--- config.mk ---
export PLATFORM = sky130hd
export DESIGN_NAME = game_sequencer
export DESIGN_NICKNAME = d
export VERILOG_FILES = /design/src/rtl/game_sequencer.sv
export SDC_FILE = /design/constraint.sdc
export NUM_CORES = 1
export LEC_CHECK = 0
export CORE_MARGIN = 5
export CORE_UTILIZATION = 48
export DETAILED_ROUTE_END_ITERATION = 10
export GPL_ROUTABILITY_DRIVEN = 1
export GPL_TIMING_DRIVEN = 0
export HOLD_SLACK_MARGIN = 0.02
export PLACE_DENSITY = 0.8
export SLEW_MARGIN = 20
export SYNTH_ARGS = -nofsm -noshare
export SYNTH_HDL_FRONTEND = slang
export SYNTH_SLANG_ARGS = --single-unit
--- constraint.sdc ---
create_clock -name clk -period 2.2 [get_ports clk]
set_input_delay 0.44 -clock clk [delete_from_list [all_inputs] [get_ports clk]]
set_output_delay 0.44 -clock clk [all_outputs]
set_load 0.05 [all_outputs]
--- src/rtl/game_sequencer.sv ---
// Frame sequencer for the flap game: turns vsync into four per-frame phase
// strobes and runs the game-state machine, scoring and high-score tracking.
//
// state | meaning
// IDLE  | power-up attract mode, waiting for the first flap/start press
// PLAY  | game running; physics, collision and scoring active
// DYING | bird falling after a hit; counts DEATH_FRAMES physics frames
// OVER  | game finished; high score latched, waiting for a new press
module game_sequencer #(
  parameter logic        VS_POL       = 1'b0,
  parameter int unsigned DEATH_FRAMES = 60
) (
  input  logic       clk,
  input  logic       rst_n,
  input  logic       vsync_in,
  input  logic       flap_btn,
  input  logic       start_btn,
  input  logic       collision,
  input  logic       pipe_passed,
  output logic [1:0] state,
  output logic       sample_stb,
  output logic       physics_stb,
  output logic       collide_stb,
  output logic       score_stb,
  output logic       flap_evt,
  output logic       game_reset,
  output logic [7:0] score,
  output logic [7:0] hi_score
);

  typedef enum logic [1:0] {
    ST_IDLE  = 2'd0,
    ST_PLAY  = 2'd1,
    ST_DYING = 2'd2,
    ST_OVER  = 2'd3
  } state_t;

  localparam logic [7:0] DEATH_LOAD = 8'(DEATH_FRAMES);

  state_t     state_q, state_d;
  logic [2:0] phase_q, phase_d;
  logic       vs_prev_q, vs_prev_d;
  logic       flap_hist_q, flap_hist_d;
  logic       start_hist_q, start_hist_d;
  logic       pass_q, pass_d;
  logic [7:0] death_cnt_q, death_cnt_d;
  logic [7:0] score_q, score_d;
  logic [7:0] hi_score_q, hi_score_d;
  logic       sample_stb_q, sample_stb_d;
  logic       physics_stb_q, physics_stb_d;
  logic       collide_stb_q, collide_stb_d;
  logic       score_stb_q, score_stb_d;
  logic       flap_evt_q, flap_evt_d;
  logic       game_reset_q, game_reset_d;

  logic frame_start;
  logic flap_edge;
  logic start_edge;
  logic go_play;

  // Next-state logic for frame phasing, game FSM, counters and scores.
  always_comb begin
    frame_start = (vsync_in == VS_POL) && (vs_prev_q != VS_POL);
    flap_edge   = flap_btn  & ~flap_hist_q;
    start_edge  = start_btn & ~start_hist_q;
    go_play     = sample_stb_q && (state_q == ST_IDLE || state_q == ST_OVER)
                  && (flap_edge || start_edge);

    vs_prev_d = vsync_in;

    // phase 1..4 = sample, physics, collide, score slots; new frames ignored meanwhile
    phase_d = phase_q;
    if (phase_q == 3'd0) begin
      if (frame_start) phase_d = 3'd1;
    end else if (phase_q == 3'd4) begin
      phase_d = 3'd0;
    end else begin
      phase_d = phase_q + 3'd1;
    end

    state_d = state_q;
    case (state_q)
      ST_IDLE, ST_OVER: if (go_play) state_d = ST_PLAY;
      ST_PLAY:          if (collide_stb_q && collision) state_d = ST_DYING;
      ST_DYING:         if (physics_stb_q && death_cnt_q <= 8'd1) state_d = ST_OVER;
      default:          state_d = ST_IDLE;
    endcase

    flap_hist_d  = flap_hist_q;
    start_hist_d = start_hist_q;
    if (sample_stb_q) begin
      flap_hist_d  = flap_btn;
      start_hist_d = start_btn;
    end

    // Strobes use state_d so a start press still gets this frame's physics step
    // and a collision suppresses this frame's score step.
    sample_stb_d  = (phase_q == 3'd0) && frame_start;
    physics_stb_d = (phase_q == 3'd1) && (state_d == ST_PLAY || state_d == ST_DYING);
    collide_stb_d = (phase_q == 3'd2) && (state_d == ST_PLAY);
    score_stb_d   = (phase_q == 3'd3) && (state_d == ST_PLAY);
    // state_q check keeps the starting press from also becoming a flap
    flap_evt_d    = sample_stb_q && (state_q == ST_PLAY) && flap_edge;
    game_reset_d  = go_play;

    // A pass arriving with score_stb sets the flag after the clear, so it
    // scores next frame.
    pass_d = pass_q;
    if (game_reset_q)     pass_d = 1'b0;
    else if (pipe_passed) pass_d = 1'b1;
    else if (score_stb_q) pass_d = 1'b0;

    score_d = score_q;
    if (game_reset_q)
      score_d = 8'd0;
    else if (score_stb_q && pass_q && score_q != 8'hFF)
      score_d = score_q + 8'd1;

    death_cnt_d = death_cnt_q;
    if (game_reset_q)
      death_cnt_d = 8'd0;
    else if (state_q == ST_PLAY && state_d == ST_DYING)
      death_cnt_d = DEATH_LOAD;
    else if (state_q == ST_DYING && physics_stb_q && death_cnt_q != 8'd0)
      death_cnt_d = death_cnt_q - 8'd1;

    hi_score_d = hi_score_q;
    if (state_q == ST_DYING && state_d == ST_OVER && score_q > hi_score_q)
      hi_score_d = score_q;
  end

  // All state and registered outputs, synchronous active-low reset.
  always_ff @(posedge clk) begin
    if (!rst_n) begin
      state_q       <= ST_IDLE;
      phase_q       <= 3'd0;
      vs_prev_q     <= ~VS_POL;
      flap_hist_q   <= 1'b0;
      start_hist_q  <= 1'b0;
      pass_q        <= 1'b0;
      death_cnt_q   <= 8'd0;
      score_q       <= 8'd0;
      hi_score_q    <= 8'd0;
      sample_stb_q  <= 1'b0;
      physics_stb_q <= 1'b0;
      collide_stb_q <= 1'b0;
      score_stb_q   <= 1'b0;
      flap_evt_q    <= 1'b0;
      game_reset_q  <= 1'b0;
    end else begin
      state_q       <= state_d;
      phase_q       <= phase_d;
      vs_prev_q     <= vs_prev_d;
      flap_hist_q   <= flap_hist_d;
      start_hist_q  <= start_hist_d;
      pass_q        <= pass_d;
      death_cnt_q   <= death_cnt_d;
      score_q       <= score_d;
      hi_score_q    <= hi_score_d;
      sample_stb_q  <= sample_stb_d;
      physics_stb_q <= physics_stb_d;
      collide_stb_q <= collide_stb_d;
      score_stb_q   <= score_stb_d;
      flap_evt_q    <= flap_evt_d;
      game_reset_q  <= game_reset_d;
    end
  end

  assign state       = state_q;
  assign sample_stb  = sample_stb_q;
  assign physics_stb = physics_stb_q;
  assign collide_stb = collide_stb_q;
  assign score_stb   = score_stb_q;
  assign flap_evt    = flap_evt_q;
  assign game_reset  = game_reset_q;
  assign score       = score_q;
  assign hi_score    = hi_score_q;

endmodule

### Word level (Yosys, flattened, before mapping)

Cells that the tools add are included.

* flip-flop bits (word level): 39
* latch bits: 0
* RAM bits: 0
* memory bits (read-only): 0
* output and inout bits: 24
* word-level logic and storage cells: 79
* memories: 0

* add/subtract/negate cells: 3
* multiply operators: 0
* div/mod/pow operators: 0
* order comparisons: 2
* equality and inequality tests: 12
* shift operators: 0
* mux-type cells: 11
* bitwise gates (word level): 6
* reductions and logical operators: 29

Operator list (count)
* logical AND 1 bit: 18
* 2-to-1 mux 6 bit: 2
* 2-to-1 mux 3 bit: 3
* adder 8 x 1 -> 8 bit, second input constant: 1
* equality test 2 bit, second input constant: 4
* > comparator 8 bit: 1
* less-or-equal comparator 8 x 1 -> 1 bit, second input constant: 1
* inequality test 8 bit, second input constant: 1
* nonzero test 8 bit: 1
* subtractor 8 x 1 -> 8 bit, second input constant: 1
* equality test 3 x 2 -> 1 bit, second input constant: 2
* 2-to-1 mux 2 bit: 3
* one-hot mux 2 bit (3 select lines): 1
* equality test 2 x 1 -> 1 bit, second input constant: 2
* inverter 1 bit: 4
* nonzero test 2 bit: 2
* OR reduction 2 bit: 2
* adder 3 x 1 -> 3 bit, second input constant: 1
* equality test 3 x 1 -> 1 bit, second input constant: 1
* equality test 3 bit, second input constant: 1
* logical NOT 3 bit: 1
* logical OR 1 bit: 3
* OR reduction 3 bit: 1
* bitwise AND 1 bit: 2
* 3 further kinds: 4

### Logic depth before layout (Yosys ltp)

Gate-level depths: netlist of run 1.

* depth in word-level cells: 9
* mapped depth: 11

### Worst setup path before layout of run 1

Ideal clock, no wire load.

* path kind: register to register
* start point: register state_q[1] (netlist: state[1])
* end point: register hi_score_q[0] (netlist: hi_score[0])
* arrival time: 2677 ps
* data required time: 2128 ps
* setup slack: -549 ps
* cell stages (with the launch flop): 11
* path buffers: 0
* period minus slack after synthesis: 2749 ps
* cell sequence: dfxtp_1 ha_1 nand2_1 nor4bb_1 a211oi_1 a31oi_2 ha_1 nand2_1 a31o_2 a211oi_4 mux2i_1

* longest elaborated chain between the ends: 9
* elaborated cells on any way between the ends: 15

RTL lines
* start, declared: RTL line 40 `state_t state_q, state_d;`
* start signal, assigned: RTL line 151 `state_q <= state_d;`
* equality test 2 bit / logical NOT 2 bit (equally long branches): RTL line 66, 82
* logical OR 1 bit: RTL line 66 `go_play = sample_stb_q && (state_q == ST_IDLE || state_q == ST_OVER)`
* logical AND 1 bit: RTL line 66
* logical AND 1 bit: RTL line 67 `&& (flap_edge || start_edge);`
* 2-to-1 mux 2 bit: RTL line 83 `ST_IDLE, ST_OVER: if (go_play) state_d = ST_PLAY;`
* one-hot mux 2 bit (3 select lines) *: RTL line 82 `case (state_q)`
* net state_d[0]: RTL line 40
* equality test 2 bit *: RTL line 128 `if (state_q == ST_DYING && state_d == ST_OVER && score_q > hi_score_q)`
* logical AND 1 bit * (2 in a row): RTL line 128
* end signal, assigned: RTL line 159 `hi_score_q <= hi_score_d;`
* end, declared: RTL line 48 `logic [7:0] hi_score_q, hi_score_d;`

Mark *: on every way through the listed nets, which the timed path passes. The rest lies on a longest branch.
A chain may end at the register's enable or synchronous reset.

### Worst setup path in the final report of run 1

* start point: register death_cnt_q[7]
* end point: register hi_score_q[6] (netlist: hi_score[6])

* longest elaborated chain between the ends: 7

RTL lines
* start, declared: RTL line 46 `logic [7:0] death_cnt_q, death_cnt_d;`
* start signal, assigned: RTL line 157 `death_cnt_q <= death_cnt_d;`
* less-or-equal comparator 8 x 1 -> 1 bit: RTL line 85 `ST_DYING: if (physics_stb_q && death_cnt_q <= 8'd1) state_d = ST_OVER;`
* logical AND 1 bit: RTL line 85
* 2-to-1 mux 2 bit: RTL line 85
* one-hot mux 2 bit (3 select lines): RTL line 82
* net state_d[0]: RTL line 40
* equality test 2 bit: RTL line 128
* logical AND 1 bit (2 in a row): RTL line 128

The timed path passes the listed nets, and every way through them passes these cells.

==> flow_results.org, run 1 <==
** Worst setup path
- Counting buffers and inverters, the worst setup path is 10 cells deep.
- Grouping stages by cell kind, the critical path spends the most delay in compound AO/OA/AOI/OAI gates.
- In this design, the stage delay of the slowest critical-path cell is approximately 0.35 ns.
- Worst EP required :: 2.42 ns
- Measured in cells, the most critical reg-to-reg path has a length of 10.
- Among all stages on the critical path, the largest delay is contributed by sky130_fd_sc_hd__dfxtp_2.
- CP bufs+invs :: 1
- The setup path with the least slack is of type reg2reg.
- Of all nets on the critical path, the largest fanout is 2.
- Worst setup path startpoint :: death_cnt_q[7]
- Walking the worst path, the cells encountered are nor4_4 -> nor4bb_4 -> a211oi_2 -> a31oi_2 -> ha_2 -> nand2_2 -> a31o_4 -> a211oi_4 -> buf_4 -> mux2i_1.
- Startpoint of the lowest-slack register-to-register path :: death_cnt_q[7]
- Data arrives at the worst endpoint at 2.50 ns.
- The worst setup path is launched from a flop.
- STA classifies the critical path endpoint as a flop.

** Place
- Dpl hpwl :: around 3000 um
- Number of port buffers :: 30
- Number of cells in the design after placement :: ~300
- Routability congestion estimate from global placement :: 0.804

** Clock tree
- Inserted Clock Buffers :: 5
- After clock tree synthesis, the clock-pin slew on the worst setup and hold paths is about 0.080 ns.
- TritonCTS built the clock tree.
- The tree is rooted in a sky130_fd_sc_hd__clkbuf_8.
- In this run the deepest clock path goes through 2 buffers.
- At the later pin of the worst-skew pair, clock insertion delay measures ~0.29 ns.
- Hold buffer count at CTS :: 0
- CTS saw 39 sinks.
- # H-tree levels :: 2

** Synth
- Adder-Cell Fraction of Synth Area :: approximately 14%
- Number of synthesized flops with an enable pin :: 0
- The most used flip-flop cell after synthesis is sky130_fd_sc_hd__dfxtp_1.
- When the netlist entered floorplanning its net count stood at 252.
- Cell area after synthesis :: around 0.0020 mm^2
- Counting flops with an async set or reset pin after synthesis yields a share of 0%.
- Distinct cell type count of the synthesized netlist :: 36
- After synthesis the netlist holds a flip-flop and latch count of 39.
- Main combinational cell family by area after synthesis :: simple AND/OR/NAND/NOR gates
- The portion of synthesized area spent on multiplexers is 5.97%.
- Area fraction in compound gates after synthesis :: 9.96%
- Xor and xnor fraction of the mapped netlist area :: between 4 and 5%
- Simple-Gate Fraction of Synth Area :: 22.5%
- In this run the mean area of a mapped cell was about 9 um^2.
- Gate count of the mapped netlist :: 223
- Sequential elements use roughly two fifths of the synthesized area.
- Warnings from Yosys :: 0

** Cells and area
- Layout cells sized above 1 :: 20.4%
- At the end of the flow, the number of nets in the layout was 303.
- Filler Cells Inserted :: 314
- Final core area utilization :: roughly two thirds
- The finished layout holds around 330 standard cells, fillers aside.
- 0 antenna diodes ended up in the layout.
- Most common cell after layout, fill and taps aside :: sky130_fd_sc_hd__dfxtp_1
- From synthesis to final layout, the design area changed by 36.0%.
- The library cells used most frequently in the layout, excluding fill and tap cells, are sky130_fd_sc_hd__dfxtp_1 (31), sky130_fd_sc_hd__clkdlybuf4s50_1 (30), sky130_fd_sc_hd__nand2_1 (25).

** Min path
- The worst hold path belongs to the class reg2reg.
- Number of instances on the worst hold path :: 2
- The worst hold path begins at hi_score[5].

** Timing
- Across all setup checks in the final design, the least slack found is -0.0848 ns.
- The routed design could run at a clock period as short as 2.28 ns.
- Count of final hold-check violations :: 0
- At the pin with the least slew margin, the transition time is ~0.52 ns.
- Setup repair after global routing could not meet its margin everywhere.
- Based on the critical path, the design can be clocked at up to about 440 MHz.
- Number of setup violations in the final report :: 8
- Final clock period utilization by the worst path :: 104%
- Clock skew on the completed layout was measured at just under 0.006 ns.
- The final max-slew violation count came to 0.
- In this run the tightest slew margin relative to its limit is 65.1%.

** Floorplan
- The core region is ~0.0040 mm^2.
- Die outline width :: 74.7 um
- The floorplan step defined a die boundary enclosing between 0.005 and 0.006 mm^2.
- The die is 74.7 um tall.
- For this configuration, the core starts out at a cell density of 49.9%.
- # IOs :: 31
- FP Rows :: 23

** Drt
- After detailed routing, the number of remaining DRC violations is 0.
- Before antenna repair, the detailed router went through 4 iterations.
- In this run, the number of DRC markers left after iteration 0 of detailed routing was 99.
- Total wire length after detailed routing :: 4680 um
- The final route contains between 1,500 and 2,000 vias.
- After detailed routing, the average wire length per cell comes to about 14 um.
- Via/cell ratio :: around 5.3
- Once detail routing completed, the nets flagged for antenna violations numbered 0.

** Outcome
- Result of the run :: finished with violations
- Violated checks :: negative setup slack

** Flow run
- Max-cap violations in this run came to 0.

** Pwr
- VDD sags by at most approximately 0.47 mV.
- Power Density :: about 610 mW/mm^2
- In this run the static leakage power is between 1 and 1.5 nW.

** Global routing
- The initial antenna violation count was 0.
- For this run, the total global-route usage over all layers was measured as approximately 17%.
- Number of global-route vias before repair :: approximately 1,600
- Entering global routing, the biggest net connects 13 pins.
- Total gr overflow :: 0
- Wire length of the first global-routing pass :: between 7000 and 8000 um
-- tightest hold or removal path, delay by kind of cell, from the launching register on --
| kind | cells | cell delay (ns) |
|---|---|---|
| muxes | 1 | 0.05 |
| DFF | 1 | 0.33 |
| and+or+nand+nor | 1 | 0.05 |
-- flip-flops by register name, summed over array words and instances, names as in the netlist --
name and cells:
score_stb 1, sample_stb 1, vs_prev_q 1, flap_hist_q 1, pass_q 1, start_hist_q 1
physics_stb 1, score 8, game_reset 1, state 2, collide_stb 1, hi_score 8
flap_evt 1, phase_q 3, death_cnt_q 8
-- stage by stage --
stage	total power [W]	hold slack [ns]	setup TNS, ns	setup WS [ns]	instance area (um^2)
floorplan	0.00101	0.474	-1.69	-0.211	2050
global placement	0.00109	0.463	-9.16	-0.919	2410
detailed placement	0.00110	0.466	-9.23	-0.919	2410
CTS	0.00161	0.483	-0.255	-0.0459	2670
global route	0.00173	0.507	-1.20	-0.188	2740
finish	0.00166	0.479	-0.424	-0.0848	2740
-- area by class of cell --
| class | count | area (um^2) | share of cell area, % |
|---|---|---|---|
| Multi-Input combinational cell | 161 | 1280 | 46.9 |
| Sequential cell | 39 | 796 | 29.1 |
| Timing Repair Buffer | 44 | 418 | 15.3 |
| Inverter | 19 | 76.3 | 2.79 |
| Clock buffer | 5 | 68.8 | 2.52 |
| Tap cell | 50 | 62.6 | 2.29 |
| Clock inverter | 3 | 15.0 | 0.549 |
| Buffer | 4 | 15.0 | 0.549 |
-- cells in the mapped netlist, drive strengths merged (4+ instances only) --
cell | n | area, um^2
a211oi | 4 | 42.5
a21oi | 8 | 40.0
clkbuf | 4 | 15.0
dfxtp | 39 | 781
ha | 22 | 275
inv | 19 | 71.3
mux2i | 12 | 120
nand2 | 28 | 105
nand3 | 5 | 25.0
nor2 | 23 | 86.3
nor2b | 9 | 56.3
nor4 | 4 | 31.3
xnor2 | 8 | 70.1
-- path summary, 6_finish.rpt --
path | to | slack (ns)
hold / removal | hi_score[5] | 0.48
hold reg to reg | hi_score[5] | 0.48
setup / recovery | hi_score[6] | -0.08
setup reg to reg | hi_score[6] | -0.08
-- power breakdown --
part           internal (W)  leakage [nW]  switching (W)
clock              0.000217        0.0477       0.000258
combinational      0.000191         0.640       0.000217
sequential         0.000742         0.320      0.0000333
-- per-layer routing --
layer  wire [um]  up-vias  track usage [%]
met5           0        -                0
met2        2340       35             28.2
met1        2080      822             22.2
li1            -      866                -
met4          86        0             7.31
met3         171        9             2.40
-- repair_timing --
action,in CTS,in global routing
setup buffers,12,2
pin swaps,8,1
cloned,0,0
endpoints found under the setup margin,9,12
gates resized for setup,19,11
-- logic make-up (layout without fill, tap and decap cells) --
group | Yosys count | count (layout)
AOI/OAI and AO/OA | 26 | 26
xor gates and xnor gates | 11 | 11
adders and majority gates | 22 | 22
buffers and inverters | 23 | 75
DFF | 39 | 39
muxes | 12 | 12
and+or+nand+nor | 90 | 90
Note: power is estimated with default switching activity, not from simulation.
==> inputs of run 2 (changes only) <==
- REMOVE_ABC_BUFFERS: unset -> 1
- SLEW_MARGIN: 20 -> 30
==> flow_results.org, run 2 (synthesis gave the netlist of run 1 again) <==
** Place
- Number of port buffers :: 30 (unchanged)
- Dpl hpwl :: 2900 um (-4.2%)
- Routability congestion estimate from global placement :: 0.796 (-0.95%)
- Number of cells in the design after placement :: 299 (-1.3%)

** Drt
- The number of nets still failing antenna checks after routing came to 0 (unchanged).
- The DRC violation count after routing was 0 (unchanged).
- Per-cell routed wire length :: 13.9 um (-3.1%)
- Vias after detailed routing :: 1,677 (-3.2%)
- The post-detailed-route via-to-cell ratio came to 5.24 (-1.7%).
- The detailed-routing iteration count for the pre-antenna-repair pass was 4 (unchanged).
- The detailed router's first-iteration violation count came to 142 (+43%).
- Total wire length after detailed routing :: 4460 um (-4.6%)

** Worst setup path
- CP bufs+invs :: 2 (+1)
- The critical path is of the in2reg type.
- Critical Path End Type :: flop
- Startpoint Class :: primary input
- CP max-delay cell :: sky130_fd_sc_hd__clkdlybuf4s50_1
- The required time at the endpoint of the critical path came to 2.42 ns (about the same).
- The worst-path maximum fanout is 4 (+2).
- The highest cell delay on the worst timing path is 0.47 ns (+0.12 ns).
- The arrival time at the worst endpoint came to 2.55 ns (+0.05 ns).
- Ordered list of cells on the worst path :: clkdlybuf4s50_1 -> nor2b_1 -> o21ai_2 -> a31oi_2 -> ha_2 -> nand2_2 -> a31o_4 -> a211oi_4 -> buf_6 -> mux2i_2
- Family with the most delay on the worst path :: compound AO/OA/AOI/OAI gates

** Clock tree
- Maximum number of buffers from clock root to sink :: 2 (unchanged)
- # H-tree levels :: 2 (unchanged)
- Hold buffer count at CTS :: 0 (unchanged)
- Clock net sink count :: 39 (unchanged)
- The clock slew seen by the registers of the worst setup and hold paths is 0.07 ns (about the same).
- The number of buffers created by CTS came to 5 (unchanged).
- The root buffer cell chosen for the clock tree is sky130_fd_sc_hd__clkbuf_8.
- TritonCTS built the clock tree.
- The clock network latency to the later pin of the worst-skew pair is 0.29 ns (about the same).

** Floorplan
- FP Rows :: 23 (unchanged)
- The vertical die dimension is 74.7 um (unchanged).
- The width of the die was 74.7 um (unchanged).
- Full die area :: 0.00558 mm^2 (unchanged)
- The top-level port count is 31 (unchanged).
- The initial cell density of the core came to 49.9% (unchanged).
- The placeable core area is 0.00403 mm^2 (unchanged).

** Timing
- The total setup violations reported at the end of the flow was 8 (unchanged).
- The slack of the critical path was -0.135 ns (-0.0498 ns).
- The final max-slew violation count came to 0 (unchanged).
- Worst Tran Pin Value :: 0.512 ns (-0.00943 ns)
- The normalized max-slew margin came to 65.7% (+0.63 points).
- Largest clock skew in the final design :: 0.00659 ns (+0.000654 ns)
- Setup repair after global routing could not meet its margin everywhere.
- Period minus WS final :: 2.33 ns (+0.0498 ns)
- Final total negative setup slack :: -0.749 ns (-0.325 ns)
- The achievable clock frequency was 428 MHz (-2.1%).
- Count of final hold-check violations :: 0 (unchanged)
- Final clock period utilization by the worst path :: 106% (+2.3 points)

** Cells and area
- Commonest non-fill, non-tap cells in the layout :: sky130_fd_sc_hd__dfxtp_1 (32), sky130_fd_sc_hd__clkdlybuf4s50_1 (29), sky130_fd_sc_hd__nand2_1 (25)
- The share of layout cells above drive strength 1 is 18.1% (-2.2 points).
- The area growth from synthesis to layout is 31.9%.
- The library cell used most frequently in the layout, excluding fill and tap cells, is sky130_fd_sc_hd__dfxtp_1.
- Non-Filler Instances :: 320 (-1.5%)
- The number of nets in the final layout is 298 (-1.7%).
- The diode insertion count for antenna repair came to 0 (unchanged).

** Outcome
- The flow ran to the end, but the final reports show violations.
- Violated checks :: negative setup slack

** Pwr
- Leakage power of the design :: 0.975 nW (-3.2%)
- The total power divided by cell area was 604 mW/mm^2 (-0.32%).
- The internal power consumption is 0.00113 W (-1.9%).
- Share of total power in sequential cells :: 48.1% (+1.3 points)
- The combinational share of power is 23.0% (-1.6 points).
- The switching part of the total power was 29.6% (-1.0 points).
- Maximum resistive drop on vdd :: 0.328 mV (-30%)
- Sw power :: 0.000475 W (-6.5%)
- The portion of total power attributed to the clock network came to 29.0% (+0.4 points).

** Global routing
- The residual overflow from global routing was 0 (unchanged).
- Number of global-route vias before repair :: 1,610 (-1.8%)
- All-Layer GR Usage :: 17.3% (+0.27 points)
- Met3 routing resource usage after global routing :: 4.14% (+1.7 points)
- The met2 demand-to-capacity share in global routing came to 29.9% (+1.7 points).
- Busiest layer in global routing :: met2
- Maximum number of pins on one net before global-route repair :: 31 (+18)
- Initial antenna violation count :: 0 (unchanged)
- Wire length of the first global-routing pass :: 7380 um (-1.1%)
- GRT met1 Usage :: 20.7% (-1.6 points)

** Flow run
- Max-cap violation count :: 0 (unchanged)

** Min path
- The tightest min-delay check is of the reg2reg type.
run 2: cell count changes in the layout (fill, tap and decap cells not counted), moves of 2 or more:
cell and delta:
sky130_fd_sc_hd__clkbuf_1 -2, sky130_fd_sc_hd__ha_1 +3, sky130_fd_sc_hd__buf_6 +2, sky130_fd_sc_hd__inv_4 -2, sky130_fd_sc_hd__buf_4 -2, sky130_fd_sc_hd__clkinv_2 -2, sky130_fd_sc_hd__ha_4 -3
run 2: power by group through the flow:
stage          clock [W]  sequential (W)  combinational [W]
2_1_floorplan          0        0.000831           0.000156
3_3_place_gp           0        0.000787           0.000279
3_5_place_dp           0        0.000788           0.000285
4_1_cts         0.000484        0.000770           0.000334
5_1_grt         0.000505        0.000775           0.000405
6_report        0.000464        0.000771           0.000368
run 2: per-layer routing:
layer,routed length [um],share of wire [%],vias up
li1,-,-,848
met1,1910,43,799
met2,2360,53,23
met3,125,2.8,7
met4,68,1.5,0
met5,0,0,-
run 2: worst register-to-register path, stage by stage, from the launching register on:
cell	delay [ns]
sky130_fd_sc_hd__dfxtp_2	0.34
sky130_fd_sc_hd__inv_2	0.08
sky130_fd_sc_hd__ha_1	0.16
sky130_fd_sc_hd__nor2_2	0.05
sky130_fd_sc_hd__nor4bb_4	0.30
sky130_fd_sc_hd__a211oi_2	0.06
sky130_fd_sc_hd__a31oi_2	0.22
sky130_fd_sc_hd__ha_2	0.22
sky130_fd_sc_hd__nand2_2	0.06
sky130_fd_sc_hd__a31o_4	0.22
sky130_fd_sc_hd__a211oi_4	0.19
sky130_fd_sc_hd__buf_6	0.16
sky130_fd_sc_hd__mux2i_2	0.20
run 2: final cells by class:
type                    instances  area [um^2]
multi-input cells             161         1240
fillers                       325         1380
flip-flops and latches         39          795
repair buffers                 43          400
well taps                      50         62.6
inverters                      19         71.3
clock buffers                   7         76.3
clock inverters                 1         5.00
run 2: what timing repair did:
item | in CTS | in global routing
gates resized for setup | 24 | 11
setup buffers | 10 | 3
pin swaps | 8 | 4
endpoints found under the hold margin | 0 | 0
endpoints found under the setup margin | 12 | 12
run 2: worst paths after layout:
kind / from / to / slack [ns] / cells after the start
max: flap_btn / hi_score[6] / -0.13 / 10
min: hi_score[7] / hi_score[7] / 0.47 / 2
max reg2reg: death_cnt_q[1] / hi_score[6] / -0.13 / 12
min reg2reg: hi_score[7] / hi_score[7] / 0.47 / 2
run 2: through the flow:
step	setup slack, ns	power, W	utilization (%)	cell area (um^2)	hold slack, ns
CTS	-0.114	0.00159	64.3	2590	0.482
global route	-0.204	0.00168	65.8	2650	0.493
floorplan	-0.549	0.000986	-	2000	0.474
global placement	-0.880	0.00107	58.5	2360	0.465
finish	-0.135	0.00160	65.8	2650	0.474
detailed placement	-0.895	0.00107	58.5	2360	0.470
==> inputs of run 3 (changes only) <==
- CORE_UTILIZATION: 48 -> 53
- PLACE_DENSITY: 0.8 -> 0.84
- clock period: 2.2 -> 2.3 ns (I/O delays scaled with it)
==> flow_results.org, run 3 (synthesis gave the netlist of run 1 again) <==
** Floorplan
- The initial cell density of the core was 54.9% (+5.0 points).
- The vertical die dimension was 71.6 um (-4.2%).
- Full die area :: 0.00513 mm^2 (-8.2%)
- Area inside the core boundary :: 0.00366 mm^2 (-9.1%)
- The width of the die is 71.6 um (-4.2%).
- The number of standard-cell rows in the floorplan was 22 (-4.3%).
- # IOs :: 31 (unchanged)

** Drt
- Iteration-0 DRC Markers :: 106 (-25%)
- Via/cell ratio :: 5.20 (-0.76%)
- The number of nets still failing antenna checks after routing was 0 (unchanged).
- Post-route DRC violation count :: 0 (unchanged)
- Total wire length after detailed routing :: 4430 um (-0.83%)
- Pre-Repair DR Iteration Count :: 4 (unchanged)
- Vias after detailed routing :: 1,633 (-2.6%)
- The detail-routed net length per standard cell was 14.1 um (+1.1%).

** Clock tree
- CTS clk-pin slew, worst paths :: 0.07 ns (about the same)
- The clock network latency to the later pin of the worst-skew pair was 0.29 ns (about the same).
- TritonCTS clock tree :: done
- Buffer type at the clock tree root :: sky130_fd_sc_hd__clkbuf_8
- Clock net sink count :: 39 (unchanged)
- The number of buffers created by CTS is 5 (unchanged).
- The maximum clock insertion buffer count is 2 (unchanged).
- The number of H-tree branching levels came to 2 (unchanged).

** Place
- The cell area after placement is 0.00236 mm^2 (-0.11%).
- Number of cells in the design after placement :: 297 (-0.67%)
- The number of buffers added on ports is 30 (unchanged).
- Dpl hpwl :: 2870 um (-1.1%)
- The routability congestion estimate was 0.854 (+7.2%).

** Timing
- The total negative slack came to -0.343 ns (+0.406 ns).
- Count of final hold-check violations :: 0 (unchanged)
- After layout, the minimum clock period comes to 2.35 ns.
- Largest clock skew in the final design :: 0.00249 ns (-0.00410 ns)
- Max-slew violation count :: 0 (unchanged)
- The slew at the pin with the worst max-slew slack is 0.935 ns (+0.423 ns).
- Setup repair after global routing could not meet its margin everywhere.
- Final clock period utilization by the worst path :: 102%
- Number of setup violations in the final report :: 8 (unchanged)
- The normalized max-slew margin came to 37.7% (-28 points).
- Setup WS post-layout :: -0.0505 ns (+0.0841 ns)
- Based on the critical path, the design can be clocked at up to approximately 430 MHz.

** Cells and area
- Area growth from synthesis to final layout :: 29.7%
- Filler Cells Inserted :: 277 (-15%)
- The library cell used most frequently in the layout, excluding fill and tap cells, is sky130_fd_sc_hd__dfxtp_1.
- The diode insertion count for antenna repair came to 0 (unchanged).
- Non-Filler Instances :: 314 (-1.9%)
- The library cells used most frequently in the layout, excluding fill and tap cells, are sky130_fd_sc_hd__dfxtp_1 (33), sky130_fd_sc_hd__clkdlybuf4s50_1 (29), sky130_fd_sc_hd__nand2_1 (25).
- The final design area excluding fillers was 0.00261 mm^2 (-1.7%).
- Fin nets :: 294 (-1.3%)
- The share of layout cells above drive strength 1 came to 15.0% (-3.1 points).

** Worst setup path
- Startpoint Class :: flop
- The worst setup path is captured at a flop.
- The setup path with the least slack is of type reg2reg.
- Endpoint arrival time on the critical path :: 2.58 ns (+0.03 ns)
- Worst EP required :: 2.53 ns (+0.11 ns)
- Crit path max fanout :: 5 (+1)

** Pwr
- Switching power as a share of total power :: 29.7% (+0.032 points)
- Leakage power of the design :: 0.954 nW (-2.1%)
- Power Density :: 588 mW/mm^2 (-2.6%)
- The reported net switching power is 0.000455 W (-4.1%).
- Share of total power in sequential cells :: 48.0% (about the same)
- Part of the power in combinational logic :: 22.9% (about the same)
- Clk pwr share :: 29.0% (about the same)
- Internal power consumption :: 0.00108 W (-4.3%)
- Maximum resistive drop on vdd :: 0.533 mV (+62%)

** Global routing
- The residual overflow from global routing came to 0 (unchanged).
- Maximum number of pins on one net before global-route repair :: 31 (unchanged)
- The global-route usage over all layers was 17.6% (+0.29 points).
- The number of global-route vias before repair is 1,579 (-1.9%).
- Wire length of the first global-routing pass :: 7190 um (-2.5%)
- The initial antenna violation count came to 0 (unchanged).

** Min path
- Worst min-delay path class :: reg2reg

** Outcome
- Result of the run :: finished with violations
- The final reports fail on negative setup slack.

** Flow run
- Max-cap violation count :: 0 (unchanged)
run 3: worst max-delay path, cell delays in order, from the launching register on:
cell                       delay [ns]
sky130_fd_sc_hd__dfxtp_2         0.33
sky130_fd_sc_hd__inv_2           0.07
sky130_fd_sc_hd__ha_4            0.18
sky130_fd_sc_hd__nand2_2         0.08
sky130_fd_sc_hd__nor4bb_4        0.29
sky130_fd_sc_hd__a211oi_2        0.08
sky130_fd_sc_hd__a31oi_2         0.20
sky130_fd_sc_hd__ha_2            0.22
sky130_fd_sc_hd__nand2_2         0.07
sky130_fd_sc_hd__a31o_4          0.22
sky130_fd_sc_hd__a211oi_4        0.20
sky130_fd_sc_hd__buf_6           0.16
sky130_fd_sc_hd__mux2i_1         0.17
run 3: final timing paths:
| kind | slack [ns] | end | depth (start not counted) | from |
|---|---|---|---|---|
| worst max-delay path | -0.05 | hi_score[5] | 12 | state[0] |
| worst min-delay path | 0.48 | hi_score[7] | 2 | hi_score[7] |
| worst min register to register | 0.48 | hi_score[7] | 2 | hi_score[7] |
| worst max register to register | -0.05 | hi_score[5] | 12 | state[0] |
run 3: metrics by stage:
stage,total power (W),hold slack [ns],setup slack (ns),util [%]
global route,0.00161,0.502,-0.204,71.3
finish,0.00154,0.481,-0.0505,71.3
CTS,0.00151,0.483,-0.0173,70.1
floorplan,0.000944,0.474,-0.449,-
detailed placement,0.00103,0.471,-0.838,64.4
global placement,0.00102,0.461,-0.770,64.4
run 3: final cells by class:
| type | count | area, um^2 | area share [%] |
|---|---|---|---|
| clock inverter | 1 | 5.00 | 0.192 |
| inverter | 19 | 71.3 | 2.73 |
| multi-input combinational | 161 | 1230 | 47.2 |
| tap | 48 | 60.1 | 2.30 |
| clock buffer | 7 | 76.3 | 2.93 |
| sequential | 39 | 791 | 30.3 |
| timing repair buffer | 39 | 374 | 14.3 |
run 3: what timing repair did:
item	in CTS	in global routing
pin swaps	7	6
hold buffers	0	0
gates resized for setup	20	10
endpoints found under the setup margin	12	10
buffers inserted	8	1
run 3: metal layers:
metal | global-route usage, % | vias up | wire (um)
met4 | 6.47 | 0 | 91
li1 | - | 840 | -
met3 | 5.19 | 9 | 160
met2 | 29.6 | 29 | 2140
met1 | 21.2 | 755 | 2040
met5 | 0 | - | 0
run 3: power groups by stage:
| stage | Sequential, W | Clock (W) | Combinational, W |
|---|---|---|---|
| 2_1_floorplan | 0.000795 | 0 | 0.000149 |
| 3_3_place_gp | 0.000753 | 0 | 0.000265 |
| 3_5_place_dp | 0.000754 | 0 | 0.000272 |
| 4_1_cts | 0.000738 | 0.000452 | 0.000321 |
| 5_1_grt | 0.000742 | 0.000485 | 0.000386 |
| 6_report | 0.000737 | 0.000445 | 0.000352 |
